--- config.mk ---
export PLATFORM = sky130hd
export DESIGN_NAME = fpadd_issue_ctrl
export DESIGN_NICKNAME = d
export VERILOG_FILES = /design/src/rtl/fpadd_pkg.sv /design/src/rtl/fpadd_issue_ctrl_special.sv /design/src/rtl/fpadd_issue_ctrl.sv
export SDC_FILE = /design/constraint.sdc
export NUM_CORES = 1
export LEC_CHECK = 0
export CAP_MARGIN = 20
export CORE_ASPECT_RATIO = 1.1
export CORE_MARGIN = 2
export CORE_UTILIZATION = 44
export DETAILED_ROUTE_END_ITERATION = 8
export GPL_TIMING_DRIVEN = 0
export PLACE_DENSITY = 0.95
export SYNTH_ARGS = -nofsm -noshare
export SYNTH_HDL_FRONTEND = slang
export SYNTH_SLANG_ARGS = --single-unit
--- constraint.sdc ---
create_clock -name clk -period 3.3 [get_ports clk]
set_input_delay 0.66 -clock clk [delete_from_list [all_inputs] [get_ports clk]]
set_output_delay 0.66 -clock clk [all_outputs]
set_load 0.005 [all_outputs]
--- src/rtl/fpadd_pkg.sv ---
// Shared state encoding and IEEE-754 single-precision field helpers for the
// fpadd issue sequencer and its special-operand classifier.
package fpadd_pkg;

    localparam int FP_W  = 32;
    localparam int EXP_W = 8;
    localparam int MAN_W = 23;
    localparam int CNT_W = 4;

    localparam logic [FP_W-1:0]  FP_QNAN      = 32'h7FC0_0000;
    localparam logic [EXP_W-1:0] EXP_ALL_ONES = 8'hFF;

    typedef enum logic [1:0] {
        ST_IDLE = 2'd0,
        ST_WAIT = 2'd1,
        ST_HOLD = 2'd2
    } fsm_state_e;

    function automatic logic is_nan(input logic [FP_W-1:0] x);
        return (x[FP_W-2 -: EXP_W] == EXP_ALL_ONES) && (x[MAN_W-1:0] != {MAN_W{1'b0}});
    endfunction

    function automatic logic is_inf(input logic [FP_W-1:0] x);
        return (x[FP_W-2 -: EXP_W] == EXP_ALL_ONES) && (x[MAN_W-1:0] == {MAN_W{1'b0}});
    endfunction

    function automatic logic is_zero(input logic [FP_W-1:0] x);
        return x[FP_W-2:0] == {(FP_W-1){1'b0}};
    endfunction

endpackage

--- src/rtl/fpadd_issue_ctrl_special.sv ---
// Combinational classifier for operand pairs whose sum is fixed by IEEE-754
// special-value rules (NaN, infinity, signed zero); used only by the bypass build.
module fp_special_detect
    import fpadd_pkg::*;
#(
    parameter int W = 32
) (
    input  logic [W-1:0] a,
    input  logic [W-1:0] b,
    output logic         special,
    output logic [W-1:0] special_res
);

    // Priority: NaN beats infinity, opposing infinities make a NaN, then zeros.
    always_comb begin
        special     = 1'b0;
        special_res = {W{1'b0}};
        if (is_nan(a) || is_nan(b)) begin
            special     = 1'b1;
            special_res = FP_QNAN;
        end else if (is_inf(a) && is_inf(b)) begin
            special     = 1'b1;
            special_res = (a[W-1] != b[W-1]) ? FP_QNAN : a;
        end else if (is_inf(a)) begin
            special     = 1'b1;
            special_res = a;
        end else if (is_inf(b)) begin
            special     = 1'b1;
            special_res = b;
        end else if (is_zero(a) && is_zero(b)) begin
            special     = 1'b1;
            special_res = {a[W-1] & b[W-1], {(W-1){1'b0}}};
        end else begin
            special     = 1'b0;
            special_res = {W{1'b0}};
        end
    end

endmodule

--- src/rtl/fpadd_issue_ctrl.sv ---
// Streams operand pairs through the fixed-latency fpadd_single, one in flight.
// Optional special-operand bypass is enabled by defining FPADD_SPECIAL_BYPASS_EN.
module fpadd_issue_ctrl
    import fpadd_pkg::*;
#(
    parameter int LATENCY = 2,
    parameter int W       = 32
) (
    input  logic         clk,
    input  logic         reset,
    input  logic         in_valid,
    output logic         in_ready,
    input  logic [W-1:0] in_a,
    input  logic [W-1:0] in_b,
    output logic [W-1:0] add_a,
    output logic [W-1:0] add_b,
    input  logic [W-1:0] add_out,
    output logic         res_valid,
    input  logic         res_ready,
    output logic [W-1:0] res_data,
    output logic         busy
);

    localparam logic [CNT_W-1:0] LAT_C = CNT_W'(LATENCY);

    generate
        if (LATENCY < 1 || LATENCY > 15) begin : g_bad_latency
            $error("fpadd_issue_ctrl: LATENCY must be within 1..15");
        end
    endgenerate

    fsm_state_e       state_r;
    fsm_state_e       state_nxt_s;
    logic [CNT_W-1:0] cnt_r;
    logic [CNT_W-1:0] cnt_nxt_s;
    logic [CNT_W-1:0] load_cnt_s;
    logic             in_ready_s;
    logic             accept_s;
    logic             finish_s;
    logic             release_s;
    logic             special_s;
    logic [W-1:0]     special_res_s;
    logic             byp_pend_r;
    logic [W-1:0]     add_a_r;
    logic [W-1:0]     add_b_r;
    logic [W-1:0]     res_data_r;
    logic             res_valid_r;
    logic             busy_r;

`ifdef FPADD_SPECIAL_BYPASS_EN
    fp_special_detect #(
        .W (W)
    ) u_special (
        .a           (in_a),
        .b           (in_b),
        .special     (special_s),
        .special_res (special_res_s)
    );
`else
    assign special_s     = 1'b0;
    assign special_res_s = {W{1'b0}};
`endif

    // A bypassed pair already has its answer; one pass through WAIT gives it a single-cycle latency.
    assign load_cnt_s = special_s ? {CNT_W{1'b0}} : LAT_C;

    // Next-state, counter and handshake decode.
    always_comb begin
        state_nxt_s = state_r;
        cnt_nxt_s   = cnt_r;
        in_ready_s  = 1'b0;
        accept_s    = 1'b0;
        finish_s    = 1'b0;
        release_s   = 1'b0;
        case (state_r)
            ST_IDLE: begin
                in_ready_s = 1'b1;
                if (in_valid) begin
                    accept_s    = 1'b1;
                    state_nxt_s = ST_WAIT;
                    cnt_nxt_s   = load_cnt_s;
                end else begin
                    state_nxt_s = ST_IDLE;
                end
            end
            ST_WAIT: begin
                if (cnt_r == {CNT_W{1'b0}}) begin
                    finish_s    = 1'b1;
                    state_nxt_s = ST_HOLD;
                end else begin
                    cnt_nxt_s = cnt_r - 4'd1;
                end
            end
            ST_HOLD: begin
                in_ready_s = res_ready;
                if (res_ready) begin
                    release_s = 1'b1;
                    if (in_valid) begin
                        accept_s    = 1'b1;
                        state_nxt_s = ST_WAIT;
                        cnt_nxt_s   = load_cnt_s;
                    end else begin
                        state_nxt_s = ST_IDLE;
                    end
                end else begin
                    state_nxt_s = ST_HOLD;
                end
            end
            default: begin
                state_nxt_s = ST_IDLE;
                cnt_nxt_s   = {CNT_W{1'b0}};
            end
        endcase
    end

    // FSM state and latency counter.
    always_ff @(posedge clk or negedge reset) begin
        if (!reset) begin
            state_r <= ST_IDLE;
            cnt_r   <= {CNT_W{1'b0}};
        end else begin
            state_r <= state_nxt_s;
            cnt_r   <= cnt_nxt_s;
        end
    end

    // Operand, result and status registers.
    always_ff @(posedge clk or negedge reset) begin
        if (!reset) begin
            add_a_r     <= {W{1'b0}};
            add_b_r     <= {W{1'b0}};
            byp_pend_r  <= 1'b0;
            res_data_r  <= {W{1'b0}};
            res_valid_r <= 1'b0;
            busy_r      <= 1'b0;
        end else begin
            busy_r <= (state_nxt_s != ST_IDLE);
            if (accept_s) begin
                add_a_r    <= in_a;
                add_b_r    <= in_b;
                byp_pend_r <= special_s;
            end
            // Accept and finish are mutually exclusive, so the two loads never collide.
            if (finish_s && !byp_pend_r) begin
                res_data_r <= add_out;
            end else if (accept_s && special_s) begin
                res_data_r <= special_res_s;
            end
            if (finish_s) begin
                res_valid_r <= 1'b1;
            end else if (release_s) begin
                res_valid_r <= 1'b0;
            end
        end
    end

    assign in_ready  = in_ready_s;
    assign add_a     = add_a_r;
    assign add_b     = add_b_r;
    assign res_data  = res_data_r;
    assign res_valid = res_valid_r;
    assign busy      = busy_r;

endmodule

==> impl_metrics.ini, run 1 <==
[yosys]
synth_top_cells_by_area = dfrtp_1 (62%), mux2_4 (10%), mux2_2 (10%)
postSynthRegisterBits = 104
syn_avg_cell_area_um2 = 16.5
yosysWarningCount = 0
ys_seq_area_share_pct = 62.3
synth_nets = 356
yosysTopAreaCell = dfrtp_1
synthDistinctLibCells = 29
synth_area_mm2 = 0.00418
yosys.area.top_type_share_pct = 62.3
synthCells = 254

[worst_setup_path]
start_kind = primary input
path_class = primary input to primary output
worstRegToRegCells = 6
worstSetupStartpoint = res_ready
critical_path_arrival_ns = 1.98
crit_required_ns = 2.64
cp-end-kind = primary output
r2r_slack_ns = 1.53
reg2reg_to = add_b[0]
worstPathMaxFanout = 4
regToRegStartpoint = state_r[1]

[job]
max-cap-violations = 0

[placed_design]
io_buffers = 198
place_area_mm2 = 0.00632
routabilityCongestion = 0.759
hpwl_um = 7780

[global_route]
grt_pass1_vias = 3147
busiest_layer = met2
antenna_found_initial = 0
grt_pass1_wl_um = 16100
gr-total-overflow = 0
grt_util_all_layers_pct = 19.9
global_route.usage.met3_pct = 5.13
use_met1_pct = 23.4
grt_use_met2_pct = 34.7
grt_start_max_net_pins = 66

[die]
io_pins = 199
start_util_pct = 44.9
die_x_um = 96.9
die_h_um = 106
num_rows = 37
die_area_mm2 = 0.0103
core_mm2 = 0.00931

[sta]
fin_crit_sh_pct = 80.1
hold_viol_final = 0
worst_pin_slew_ns = 0.827
rsz0062_at_grt = false
skew_ns = 0.0107
finalSetupTns_ns = 0
fin_crit_ns = 2.64
finalSetupViolCount = 0
clock.fmax_mhz = 378
slew_violations = 0
relSlewSlack_pct = 44.9

[power_and_ir_drop]
power_density_mw_per_mm2 = 938
p_leak_nw = 2.83
ir_worst_vdd_mv = 0.552

[clock_network]
htreeDepth = 3
cts_resized = 0
cts_buffers = 9
postCtsSetupBuffers = 0
cts_tree = yes
path_clk_slew_ns = 0.10
holdBufCountCts = 0
cts_root_buffer = clkbuf_8
cts.path.max_buffers = 2
insertion_delay_ns = 0.36
clock_sinks = 104

[final_layout]
fillers = 614
drive_gt1_share_pct = 20.5
antennaDiodeCount = 0
final_core_util_pct = 70.5
postLayoutCellArea_mm2 = 0.00656
multiInputGateArea_mm2 = 0.00144
nNetsFinal = 566
syn2layout_area_growth_pct = 56.9
register_area_mm2 = 0.00260

[route]
drt_pass1_iterations = 4
wl_um = 10100
wl_per_cell_um = 17.2
drc = 0
via_per_inst = 4.91
drt-initial-drc-count = 111
ant_nets = 0
vias = 2875

[outcome]
status = finished, final reports clean

[hold_path]
hold_class = primary input to asynchronous set/reset pin
[area by class of cell]
cell class / count / share of cell area (%)
Sequential cell: 104 / 39.7
Timing Repair Buffer: 199 / 30.5
Multi-Input combinational cell: 134 / 22.0
Tap cell: 117 / 2.23
Clock buffer: 10 / 1.95
Buffer: 13 / 1.85
Clock inverter: 5 / 1.58
Inverter: 3 / 0.172
[where the power goes]
| group | switching (W) | total (W) | internal [W] |
|---|---|---|---|
| sequential | 0.000373 | 0.00230 | 0.00193 |
| clock | 0.000420 | 0.000921 | 0.000502 |
| combinational | 0.000916 | 0.00292 | 0.00201 |
[through the flow]
step                instances  hold slack, ns  power, W  worst slack (ns)
finish                    585           0.385   0.00615             0.655
floorplan                 254           0.364   0.00356              1.55
CTS                       585           0.404   0.00622             0.653
global placement          569           0.467   0.00511             -2.14
detailed placement        570           0.475   0.00528             0.666
global route              585           0.450   0.00648             0.588
[state kept, by name, summed over array words and instances, names as in the netlist]
register,count
add_a,32
res_data,32
res_valid,1
cnt_r,4
add_b,32
busy,1
state_r,2
[synthesized netlist by cell type]
master    instances
dfrtp_1         104
mux2_2           38
mux2_1           29
mux2_4           29
buf_6             9
nor2_1            7
o21ai_0           4
a21oi_1           3
inv_1             3
nand2_1           3
nand2b_1          3
nor2b_1           3
clkbuf_1          2
ha_1              2
a211o_1           1
a22oi_1           1
a32o_1            1
and2b_1           1
buf_2             1
buf_4             1
mux2i_1           1
nand2_2           1
nand3b_1          1
nor3_1            1
nor4b_4           1
o221ai_1          1
o22ai_1           1
o32ai_1           1
or3b_1            1
[critical path: stages]
cell,delay [ns]
clkdlybuf4s50_1,0.48
and2b_1,0.22
nor2_1,0.09
clkdlybuf4s50_1,0.52
[cell usage in the layout (no fill, tap or decap)]
cell,n
or3b_1,1
ha_1,2
buf_2,1
mux2_2,38
mux2_4,29
buf_6,9
dfrtp_1,104
buf_4,2
o21ai_0,4
bufinv_16,3
nor2_1,7
and2b_1,1
clkbuf_8,9
a22oi_1,1
nand3b_1,1
mux2i_1,1
nand2_1,3
nand2_2,1
clkdlybuf4s50_1,197
nand2b_1,3
nor2b_1,3
buf_12,1
inv_1,3
o32ai_1,1
a211o_1,1
nor3_1,1
clkinv_2,1
mux2_1,29
nor4b_4,1
clkbuf_1,3
a32o_1,1
a21oi_1,3
o221ai_1,1
inv_6,1
o22ai_1,1
[layer usage]
layer	share of wire [%]	vias up
li1	-	1308
met1	39	1418
met2	53	133
met3	6.6	16
met4	1.7	0
met5	0	-
[cell families (layout without fill, tap and decap cells)]
kind of cell,count (synthesis),in the layout,share of synthesized area [%]
AND/OR/NAND/NOR,22,22,3.20
flip-flops,104,104,62.3
buffers and inverters,16,230,3.17
AO/OA/AOI/OAI,13,13,2.04
adder cells (fa/ha/maj),2,2,0.599
multiplexers,97,97,28.7
[worst max path at each step]
stage	slack [ns]	to
2_1_floorplan	1.55	add_a[25]
3_3_place_gp	-2.14	add_b[31]
3_5_place_dp	0.67	in_ready
4_1_cts	0.65	in_ready
5_1_grt	0.59	in_ready
6_report	0.66	in_ready
Power figures use the tool's default switching activity.
==> run 2: changes to the inputs <==
CORE_UTILIZATION = 37   (was 44)
PLACE_DENSITY = 0.87   (was 0.95)
clock period = 2.2 ns   (was 3.3 ns; I/O delays follow)
==> impl_metrics.ini, run 2 (same netlist as run 1, synthesis figures left out) <==
[worst_setup_path]
crit_family = buffers and inverters
cpPeakStageDelay_ns = 0.49
slowest_stage = clkdlybuf4s50_1
critical_path_arrival_ns = 1.52
worstPathMaxFanout = 4
cp-end-kind = primary output
path_class = primary input to primary output
crit_required_ns = 1.76
crit_chain = clkdlybuf4s50_1 -> and2b_1 -> nor2_1 -> dlygate4sd2_1
critPathBufInv = 2
start_kind = primary input

[route]
wl_um = 10200
drc = 0
ant_nets = 0
vias = 2866
via_per_inst = 4.65
drt-initial-drc-count = 65
wl_per_cell_um = 16.6
drt_pass1_iterations = 4

[clock_network]
insertion_delay_ns = 0.34
path_clk_slew_ns = 0.07
cts_buffers = 9
cts_root_buffer = clkbuf_16
htreeDepth = 3
cts_tree = yes
clock_sinks = 104
cts.path.max_buffers = 2

[power_and_ir_drop]
ir_worst_vdd_mv = 0.803
fin_total_pwr_w = 0.00952
p_leak_nw = 2.88
power_density_mw_per_mm2 = 1420

[global_route]
grt_pass1_wl_um = 16400
antenna_found_initial = 0
grt_util_all_layers_pct = 17.3
grt_start_max_net_pins = 58
gr-total-overflow = 0
grt_pass1_vias = 3188

[final_layout]
antennaDiodeCount = 0
final_core_util_pct = 61.0
drive_gt1_share_pct = 20.9
syn2layout_area_growth_pct = 60.0
postLayoutCellArea_mm2 = 0.00669
nNetsFinal = 566
final_cell_mix = clkdlybuf4s50_1 (196), dfrtp_1 (104), mux2_2 (38), mux2_1 (29), mux2_4 (29)
mostFrequentLayoutCell = clkdlybuf4s50_1

[outcome]
status = finished, final reports clean

[die]
core_mm2 = 0.0110
die_area_mm2 = 0.0122
die_x_um = 105
die_h_um = 115
start_util_pct = 38.1
num_rows = 40
io_pins = 199

[placed_design]
io_buffers = 198
hpwl_um = 7810
place_area_mm2 = 0.00637
routabilityCongestion = 0.796

[sta]
rsz0062_at_grt = false
slew_violations = 0
relSlewSlack_pct = 57.8
fin_crit_ns = 1.96
skew_ns = 0.00853
finalSetupViolCount = 0
clock.fmax_mhz = 511
fin_crit_sh_pct = 88.9
worst_pin_slew_ns = 0.633
hold_viol_final = 0

[job]
max-cap-violations = 0

[hold_path]
hold_class = primary input to asynchronous set/reset pin
run 2: changes by cell type in the layout (fill, tap and decap cells not counted):
cell / change
buf_16: +1
clkbuf_16: +9
bufinv_16: -1
clkdlybuf4s50_1: -1
clkinv_2: +2
inv_6: +1
clkbuf_1: -1
dlygate4sd2_1: +1
clkbuf_8: -9
buf_12: -1
run 2: area by class of cell:
class | instances | area [um2]
plain buffers | 13 | 121
clock buffers | 9 | 225
clock inverters | 7 | 92.6
fillers | 831 | 4270
inverters | 3 | 11.3
multi-input cells | 134 | 1440
flip-flops and latches | 104 | 2600
well taps | 147 | 184
repair buffers | 199 | 2010
run 2: final timing paths:
check                                 from      endpoint  slack, ns  cells after the start
max in group asynchronous            reset  res_data[10]       1.40                      2
min in group clk                 add_a[15]     add_a[15]       0.49                      1
worst max-delay path             res_ready      in_ready       0.24                      4
worst min register to register   add_a[15]     add_a[15]       0.49                      1
worst min-delay path                 reset     add_a[23]       0.11                      1
worst max register to register  state_r[1]     add_a[20]       0.45                      6
run 2: power by group:
group	internal, W	total [W]	switching [W]
combinational	0.00300	0.00436	0.00135
sequential	0.00290	0.00345	0.000555
clock	0.00100	0.00171	0.000709
run 2: metrics by stage:
stage | TNS (ns) | hold slack [ns] | cells | setup WS [ns]
after floorplan | 0 | 0.144 | 254 | 0.628
after global placement | -315.51 | 0.466 | 599 | -3.04
after detailed placement | -0.0160 | 0.474 | 600 | -0.00885
after CTS | 0 | 0.134 | 616 | 0.249
after global routing | 0 | 0.163 | 616 | 0.155
final | 0 | 0.108 | 616 | 0.244
run 2: timing repair:
action,CTS,global route
gates resized for setup,1,0
endpoints found under the setup margin,1,0
hold buffers,0,0
setup buffers,0,0
run 2: per-layer routing:
| metal | up-vias | track usage (%) | routed length, um |
|---|---|---|---|
| met4 | 0 | 7.11 | 219 |
| met2 | 139 | 30.6 | 5270 |
| met5 | - | 0 | 0 |
| met1 | 1401 | 19.6 | 3890 |
| met3 | 17 | 5.23 | 859 |
| li1 | 1309 | - | - |
